--- src/rtl/lsu_aligned_pkg.sv ---
// Shared types and constants for the aligned load/store unit.
// Latency: n/a (types only).
// Backpressure: n/a.
package lsu_aligned_pkg;

  typedef logic [6:0]  opcode_t;
  typedef logic [2:0]  func3_t;
  typedef logic [31:0] addr_t;
  typedef logic [31:0] data_t;
  typedef logic [63:0] data64_t;
  typedef logic [3:0]  byte_en_t;
  typedef logic [7:0]  byte_en64_t;

  localparam opcode_t OP_LOAD  = 7'b0000011;
  localparam opcode_t OP_STORE = 7'b0100011;

  typedef enum logic [1:0] {SZ_B = 2'd0, SZ_H = 2'd1, SZ_W = 2'd2, SZ_D = 2'd3} lsu_size_e;
  typedef enum logic [1:0] {IDLE = 2'd0, REQ = 2'd1, RESP = 2'd2} lsu_state_e;

  function automatic logic is_mem_op(input opcode_t op);
    return (op == OP_LOAD) || (op == OP_STORE);
  endfunction

endpackage

--- src/rtl/lsu_aligned_if.sv ---
// Execute-side and dcache-side bundles of the load/store unit.
// Latency: n/a (wiring only).
// Backpressure: req_valid/req_ready toward execute, valid/ready toward the cache.
interface lsu_exec_if #(parameter int XLEN = 32, parameter int ADDR_W = 32);
  logic              req_valid;
  logic              req_ready;
  logic [6:0]        opcode;
  logic [2:0]        func3;
  logic [ADDR_W-1:0] alu_out;
  logic [XLEN-1:0]   rs2;
  logic [XLEN-1:0]   rdata;
  logic              done;
  logic              fault;

  modport master (output req_valid, opcode, func3, alu_out, rs2,
                  input  req_ready, rdata, done, fault);
  modport slave  (input  req_valid, opcode, func3, alu_out, rs2,
                  output req_ready, rdata, done, fault);
endinterface

interface lsu_dcache_if #(parameter int XLEN = 32, parameter int ADDR_W = 32);
  logic              valid;
  logic [ADDR_W-1:0] addr;
  logic [XLEN-1:0]   wdata;
  logic [XLEN/8-1:0] byte_enable;
  logic              ready;
  logic [XLEN-1:0]   dcache_rdata;

  modport master (output valid, addr, wdata, byte_enable,
                  input  ready, dcache_rdata);
  modport slave  (input  valid, addr, wdata, byte_enable,
                  output ready, dcache_rdata);
endinterface

--- src/rtl/lsu_aligned_lane_align.sv ---
// Byte-lane steering: store byte enables/replicated data and load shift + extension.
// Latency: purely combinational.
// Backpressure: none.
module lsu_lane_align
  import lsu_aligned_pkg::*;
#(
  parameter int XLEN = 32,
  localparam int BE_W = XLEN / 8,
  localparam int OFF_W = $clog2(BE_W)
) (
  input  logic [OFF_W-1:0] off,
  input  lsu_size_e        size,
  input  logic             is_unsigned,
  input  logic [XLEN-1:0]  st_data,
  input  logic [XLEN-1:0]  ld_raw,
  output logic [BE_W-1:0]  byte_enable,
  output logic [XLEN-1:0]  wdata,
  output logic [XLEN-1:0]  rdata
);

  logic [BE_W-1:0] lane_mask;
  logic [XLEN-1:0] mask;
  logic [XLEN-1:0] shifted;
  logic            sign;

  // Per-size lane mask, replicated store data, load field mask and its sign bit.
  always_comb begin
    lane_mask = '0;
    mask      = '0;
    wdata     = st_data;
    shifted   = ld_raw >> {off, 3'b000};
    sign      = 1'b0;
    case (size)
      SZ_B: begin
        lane_mask[0] = 1'b1;
        mask[7:0]    = '1;
        wdata        = {BE_W{st_data[7:0]}};
        sign         = shifted[7];
      end
      SZ_H: begin
        lane_mask[1:0] = '1;
        mask[15:0]     = '1;
        wdata          = {(BE_W/2){st_data[15:0]}};
        sign           = shifted[15];
      end
      SZ_W: begin
        lane_mask[3:0] = '1;
        mask[31:0]     = '1;
        wdata          = {(XLEN/32){st_data[31:0]}};
        sign           = shifted[31];
      end
      default: begin
        lane_mask = '1;
        mask      = '1;
        wdata     = st_data;
        sign      = shifted[XLEN-1];
      end
    endcase
    byte_enable = lane_mask << off;
    rdata       = shifted & mask;
    if (!is_unsigned && sign) rdata = rdata | ~mask;
  end

endmodule

--- src/rtl/lsu_aligned.sv ---
// Multi-cycle LSU: accepts one op, issues an aligned dcache request, returns extended load data.
// Latency: accept at 0, valid from 1, done one cycle after ready; faults/non-memory done at 1.
// Backpressure: req_ready only in IDLE; request held stable until the cache raises ready.
module lsu_aligned
  import lsu_aligned_pkg::*;
#(
  parameter int XLEN   = 32,
  parameter int ADDR_W = 32,
  parameter int BE_W   = XLEN / 8
) (
  input logic          clk,
  input logic          rst,
  lsu_exec_if.slave    ex,
  lsu_dcache_if.master dc
);

  localparam int OFF_W = $clog2(BE_W);

  lsu_state_e        state_q, state_d;
  opcode_t           opcode_q, opcode_d;
  func3_t            func3_q, func3_d;
  logic [OFF_W-1:0]  off_q, off_d;
  logic              valid_q, valid_d;
  logic [ADDR_W-1:0] addr_q, addr_d;
  logic [XLEN-1:0]   wdata_q, wdata_d;
  logic [BE_W-1:0]   be_q, be_d;
  logic [XLEN-1:0]   rdata_q, rdata_d;
  logic              done_q, done_d;
  logic              fault_q, fault_d;

  // Decode of the op currently offered by execute.
  lsu_size_e        in_size;
  logic [OFF_W-1:0] in_off;
  logic [3:0]       in_nb_m1;
  logic             in_misalign, in_illegal, in_fault;

  assign in_size     = lsu_size_e'(ex.func3[1:0]);
  assign in_off      = ex.alu_out[OFF_W-1:0];
  assign in_nb_m1    = (4'd1 << ex.func3[1:0]) - 4'd1;
  assign in_misalign = ((4'(in_off)) & in_nb_m1) != 4'd0;
  assign in_illegal  = (in_size == SZ_D) && ((XLEN == 32) || ex.func3[2]);
  assign in_fault    = is_mem_op(ex.opcode) && (in_misalign || in_illegal);

  // The aligner steers store data at accept time and aligns load data in REQ.
  logic [OFF_W-1:0] la_off;
  lsu_size_e        la_size;
  logic             la_uns;
  logic [BE_W-1:0]  la_be;
  logic [XLEN-1:0]  la_wdata, la_rdata;

  assign la_off  = (state_q == IDLE) ? in_off : off_q;
  assign la_size = (state_q == IDLE) ? in_size : lsu_size_e'(func3_q[1:0]);
  assign la_uns  = (state_q == IDLE) ? ex.func3[2] : func3_q[2];

  lsu_lane_align #(.XLEN(XLEN)) u_align (
    .off         (la_off),
    .size        (la_size),
    .is_unsigned (la_uns),
    .st_data     (ex.rs2),
    .ld_raw      (dc.dcache_rdata),
    .byte_enable (la_be),
    .wdata       (la_wdata),
    .rdata       (la_rdata)
  );

  // Next-state and registered-output computation for the IDLE/REQ/RESP sequence.
  always_comb begin
    state_d  = state_q;
    opcode_d = opcode_q;
    func3_d  = func3_q;
    off_d    = off_q;
    valid_d  = valid_q;
    addr_d   = addr_q;
    wdata_d  = wdata_q;
    be_d     = be_q;
    rdata_d  = rdata_q;
    done_d   = 1'b0;
    fault_d  = 1'b0;
    case (state_q)
      IDLE: begin
        if (ex.req_valid) begin
          opcode_d = ex.opcode;
          func3_d  = ex.func3;
          off_d    = in_off;
          rdata_d  = '0;
          if (is_mem_op(ex.opcode) && !in_fault) begin
            state_d = REQ;
            valid_d = 1'b1;
            addr_d  = ex.alu_out & ~ADDR_W'(BE_W - 1);
            wdata_d = (ex.opcode == OP_STORE) ? la_wdata : '0;
            be_d    = (ex.opcode == OP_STORE) ? la_be : '0;
          end else begin
            state_d = RESP;
            done_d  = 1'b1;
            fault_d = in_fault;
          end
        end
      end
      REQ: begin
        if (dc.ready) begin
          state_d = RESP;
          valid_d = 1'b0;
          done_d  = 1'b1;
          rdata_d = (opcode_q == OP_LOAD) ? la_rdata : '0;
        end
      end
      default: state_d = IDLE;
    endcase
  end

  // State and output registers; reset drops any pending cache request.
  always_ff @(posedge clk) begin
    if (rst) begin
      state_q  <= IDLE;
      opcode_q <= '0;
      func3_q  <= '0;
      off_q    <= '0;
      valid_q  <= 1'b0;
      addr_q   <= '0;
      wdata_q  <= '0;
      be_q     <= '0;
      rdata_q  <= '0;
      done_q   <= 1'b0;
      fault_q  <= 1'b0;
    end else begin
      state_q  <= state_d;
      opcode_q <= opcode_d;
      func3_q  <= func3_d;
      off_q    <= off_d;
      valid_q  <= valid_d;
      addr_q   <= addr_d;
      wdata_q  <= wdata_d;
      be_q     <= be_d;
      rdata_q  <= rdata_d;
      done_q   <= done_d;
      fault_q  <= fault_d;
    end
  end

  assign ex.req_ready   = (state_q == IDLE);
  assign ex.rdata       = rdata_q;
  assign ex.done        = done_q;
  assign ex.fault       = fault_q;
  assign dc.valid       = valid_q;
  assign dc.addr        = addr_q;
  assign dc.wdata       = wdata_q;
  assign dc.byte_enable = be_q;

endmodule
--- src/flat_wrapper.sv ---
// flat-port wrapper written by rule: the top's interface ports become plain ports
module lsu_aligned_flat import lsu_aligned_pkg::*;
#(
  parameter int XLEN   = 32,
  parameter int ADDR_W = 32,
  parameter int BE_W   = XLEN / 8
)
  (clk, rst, ex_req_valid, ex_opcode, ex_func3, ex_alu_out, ex_rs2, ex_req_ready, ex_rdata, ex_done, ex_fault, dc_valid, dc_addr, dc_wdata, dc_byte_enable, dc_ready, dc_dcache_rdata);
  lsu_exec_if #(.XLEN(XLEN), .ADDR_W(ADDR_W)) ex_i ();
  lsu_dcache_if #(.XLEN(XLEN), .ADDR_W(ADDR_W)) dc_i ();
  input logic clk;
  input logic rst;
  input wire logic [$bits(ex_i.req_valid)-1:0] ex_req_valid;
  input wire logic [$bits(ex_i.opcode)-1:0] ex_opcode;
  input wire logic [$bits(ex_i.func3)-1:0] ex_func3;
  input wire logic [$bits(ex_i.alu_out)-1:0] ex_alu_out;
  input wire logic [$bits(ex_i.rs2)-1:0] ex_rs2;
  output wire logic [$bits(ex_i.req_ready)-1:0] ex_req_ready;
  output wire logic [$bits(ex_i.rdata)-1:0] ex_rdata;
  output wire logic [$bits(ex_i.done)-1:0] ex_done;
  output wire logic [$bits(ex_i.fault)-1:0] ex_fault;
  output wire logic [$bits(dc_i.valid)-1:0] dc_valid;
  output wire logic [$bits(dc_i.addr)-1:0] dc_addr;
  output wire logic [$bits(dc_i.wdata)-1:0] dc_wdata;
  output wire logic [$bits(dc_i.byte_enable)-1:0] dc_byte_enable;
  input wire logic [$bits(dc_i.ready)-1:0] dc_ready;
  input wire logic [$bits(dc_i.dcache_rdata)-1:0] dc_dcache_rdata;
  assign ex_i.req_valid = ex_req_valid;
  assign ex_i.opcode = ex_opcode;
  assign ex_i.func3 = ex_func3;
  assign ex_i.alu_out = ex_alu_out;
  assign ex_i.rs2 = ex_rs2;
  assign ex_req_ready = ex_i.req_ready;
  assign ex_rdata = ex_i.rdata;
  assign ex_done = ex_i.done;
  assign ex_fault = ex_i.fault;
  assign dc_valid = dc_i.valid;
  assign dc_addr = dc_i.addr;
  assign dc_wdata = dc_i.wdata;
  assign dc_byte_enable = dc_i.byte_enable;
  assign dc_i.ready = dc_ready;
  assign dc_i.dcache_rdata = dc_dcache_rdata;
  lsu_aligned #(.XLEN(XLEN), .ADDR_W(ADDR_W), .BE_W(BE_W)) u_core (.clk(clk), .rst(rst), .ex(ex_i), .dc(dc_i));
endmodule
--- config.mk ---
export PLATFORM = sky130hd
export DESIGN_NAME = lsu_aligned_flat
export DESIGN_NICKNAME = d
export VERILOG_FILES = /design/src/rtl/lsu_aligned_pkg.sv /design/src/rtl/lsu_aligned_if.sv /design/src/rtl/lsu_aligned_lane_align.sv /design/src/rtl/lsu_aligned.sv /design/src/flat_wrapper.sv
export SDC_FILE = /design/constraint.sdc
export NUM_CORES = 1
export LEC_CHECK = 0
export BUFFER_PORTS_ARGS = -buffer_cell sky130_fd_sc_hd__buf_4
export CAP_MARGIN = 15
export CELL_PAD_IN_SITES_DETAIL_PLACEMENT = 0
export CELL_PAD_IN_SITES_GLOBAL_PLACEMENT = 1
export CORE_UTILIZATION = 31
export CTS_CLUSTER_SIZE = 14
export DETAILED_ROUTE_END_ITERATION = 8
export PLACE_DENSITY = 0.78
export SETUP_SLACK_MARGIN = 0.05
export SYNTH_ARGS = -nofsm -noshare
export SYNTH_HDL_FRONTEND = slang
export SYNTH_SLANG_ARGS = --single-unit
--- constraint.sdc ---
create_clock -name clk -period 2.1 [get_ports clk]
set_input_delay 0.21 -clock clk [delete_from_list [all_inputs] [get_ports clk]]
set_output_delay 0.21 -clock clk [all_outputs]
set_load 0.005 [all_outputs]
==> qor.txt <==
Status: complete, no violations
Synth area leader: dfxtp_1
First-pass GRT wire length: 27400 microns
Root Driver: clkbuf_16
Yosys reg bits: 115
Remaining routing DRC violations: 0
WS Path Type: reg2reg
Placed Cells: 994
Avg Inst Size Synth: 8.81 sq um
Vias in the first global route: 5162
Tightest Pin Transition: 0.588 ns
Clk pin slew, worst setup/hold paths: 0.06 ns
Adder-cell area share of the yosys netlist: 0%
Slew Limit Fails: 0
CTS tree: done
Layout area overhead: 52.6%
Final Cycle Share: 96.7%
DR WL/cell: 17.1 microns
Drt pass-1 iters: 5
Share of layout cells above drive strength 1: 41.6%
GRT overflow: 0
Synth top area share: 44.3%
DR vias/cell: 5.03
Nets: 917
Mux cell area share after synthesis: 13.0%
Setup Viol. Count Final: 0
Worst-path fanout max: 7
Simple logic cell fraction of the synthesized area: 16.1%
Ys async rst share: 0%
Fillers: 1555
# clock sinks: 115
Die width: 132 microns
Tmin final: 2.03 ns
Worst Hold Class: in2reg
Largest net degree at the start of global routing: 109
Total chip power: 5.93 mW
Routed Antenna Nets: 0
Iter 0 DRT Violations: 212
Antenna fix cells: 0
Number of synthesized flops with an enable pin: 0
Crit path launch type: flop
Non-filler cells, final: 1036
Worst EP required: 2.44 ns
Complex-gate fraction of the synthesized area: 22.0%
Antenna violations before repair: 0
WP data arrival: 2.37 ns
Final GP Congestion: 0.863
XOR/XNOR Fraction of Synth Area: 0%
GRT Resource Usage Total: 20.1%
Distinct cell type count after synthesis: 51
Core area: 16100 sq um
Top_reg_cell synth: dfxtp_1
Leakage: 3.36 nW
Vias: 5214
Row cnt: 46
Crit. End Element: flop
Chip height: 132 microns
Post-Route WL: 17700 microns
Initial Utilization: 32.3%
Fin Clk Skew: 0.00714 ns
Num CTS Buffers: 17
IO Pins: 214
Seq/Total Area, Yosys: 44.3%
PortBufs: 211
RSZ-0062 raised after global routing: yes
Synthesized area: 5200 sq um
Dpl hpwl: 12700 microns
Max_slew headroom: 60.8%
CTS H-tree lvls: 4
Main combinational cell family by area after synthesis: compound AO/OA/AOI/OAI gates
Largest buffer count on any clock path: 2
Syn Inst Count: 590
Min Hold Slack: 0.0415 ns
Peak Freq: 492 MHz
Synthesis warning total: 0
Finished Core Util: 49.3%
Final hold vios: 0
Clock latency on the worst-skew pair: 0.42 ns
Synth top area cells: dfxtp_1, nand2_1, a22oi_1
Die ar.: 17300 sq um
Max-Cap Viols: 0
Worst ir drop on vdd: 0.567 mV
Power Dens Cells: 747 nW/um^2
==> path summary, 6_finish.rpt <==
path | startpoint | to | slack, ns | cells after the start
worst max-delay path | u_core.state_q[0]$_SDFFE_PP0P_ | u_core.ex.rdata[27]$_SDFFE_PP0P_ | 0.07 | 9
worst min-delay path | ex_alu_out[14] | u_core.dc.addr[14]$_SDFFE_PP0P_ | 0.04 | 3
worst max register to register | u_core.state_q[0]$_SDFFE_PP0P_ | u_core.ex.rdata[27]$_SDFFE_PP0P_ | 0.07 | 9
worst min register to register | u_core.dc.valid$_SDFFE_PP0P_ | u_core.dc.valid$_SDFFE_PP0P_ | 0.45 | 2
==> what timing repair did <==
action	CTS	global route
setup endpoints to repair	13	47
hold endpoints to repair	0	0
buffers inserted	3	6
hold buffers	0	0
pin swaps	0	5
gates cloned	0	1
resized for setup	7	15
==> registers in the layout, indices dropped and copies added, names as in the netlist <==
| register | count |
|---|---|
| u_core.dc.addr | 30 |
| u_core.dc.byte_enable | 4 |
| u_core.dc.valid | 1 |
| u_core.dc.wdata | 32 |
| u_core.ex.done | 1 |
| u_core.ex.fault | 1 |
| u_core.ex.rdata | 32 |
| u_core.func3_q | 3 |
| u_core.off_q | 2 |
| u_core.opcode_q | 7 |
| u_core.state_q | 2 |
==> cells by family after synthesis <==
family | count (synthesis)
AOI/OAI and AO/OA | 168
and+or+nand+nor | 193
DFF | 115
muxes | 61
buffers and inverters | 52
other | 1
==> synthesized netlist by cell type (2+ instances only) <==
library cell  number
mux2_2            25
buf_2              8
nor2b_1            2
or4_1              3
nor3b_1            2
o211ai_1           2
a2111oi_0          2
nor4_1             2
nor4b_1            4
a21oi_1           56
nand3b_1           3
mux2i_1           32
and2_1             3
nor2_1            53
nand2b_1           2
mux2i_4            2
o21ai_0           17
a221oi_1           7
a22oi_1           49
and3_1             3
dfxtp_1          115
inv_1              2
nand2_1          109
clkbuf_1          33
buf_6              3
a21o_1             2
buf_4              3
o21ai_2           11
buf_1              3
a21boi_0           2
o31ai_1            9
mux2i_2            2
==> through the flow <==
stage / setup WS [ns] / area (sq um) / TNS [ns]
floorplan: 0.0543 / 5220 / 0
global placement: -0.0557 / 7150 / -0.0889
detailed placement: -0.101 / 7150 / -0.290
CTS: 0.0304 / 7820 / 0
global route: -0.00566 / 7940 / -0.00777
finish: 0.0688 / 7940 / 0
==> critical path, stage by stage (launching register included) <==
cell and delay (ns):
dfxtp_2 0.35, buf_6 0.12, buf_6 0.10, nand3b_1 0.13, or4_1 0.55, nor2_1 0.14
buf_4 0.14, o2111ai_4 0.16, clkbuf_16 0.22, o21ai_2 0.05
==> placed cells by master, fill, tap and decap left out, types with 3 or more instances in the layout <==
cell        netlist  final
a221oi_2          0      4
buf_6             3      4
mux2i_1          32     31
nor2_1           53     53
a21oi_1          56     56
o21ai_0          17     14
o31ai_1           9      8
clkbuf_16         0     18
nor4b_1           4      3
buf_4             3    234
buf_12            0      8
or4_1             3      3
nand2_1         109    108
o21ai_2          11     13
a221oi_1          7      3
a22oi_1          49     49
mux2i_4           2      4
mux2_2           25     25
nand3b_1          3      3
bufinv_16         0      3
clkinv_4          0      4
clkinvlp_4        0      4
dfxtp_1         115    113
==> report_power, final <==
group / total [mW] / internal, mW / switching (mW)
clock: 2.97 / 1.87 / 1.10
combinational: 0.737 / 0.374 / 0.363
sequential: 2.22 / 2.20 / 0.0210
total: 5.93 / 4.45 / 1.48
==> layer usage <==
metal | track usage (%) | vias up | share of wire, %
li1 | - | 2547 | -
met5 | 0 | - | 0
met2 | 33.0 | 209 | 48
met3 | 6.98 | 24 | 8.2
met1 | 23.9 | 2434 | 42
met4 | 7.49 | 0 | 1.8
==> area by class of cell <==
| cell class | instances | area [sq um] | area share (%) |
|---|---|---|---|
| clock buffer | 17 | 425 | 5.36 |
| timing repair buffer | 247 | 1990 | 25.0 |
| clock inverter | 15 | 183 | 2.30 |
| multi-input combinational | 424 | 2760 | 34.7 |
| sequential | 115 | 2310 | 29.1 |
| inverter | 2 | 7.51 | 0.0946 |
| tap | 216 | 270 | 3.40 |
Note: power is estimated with default switching activity, not from simulation.
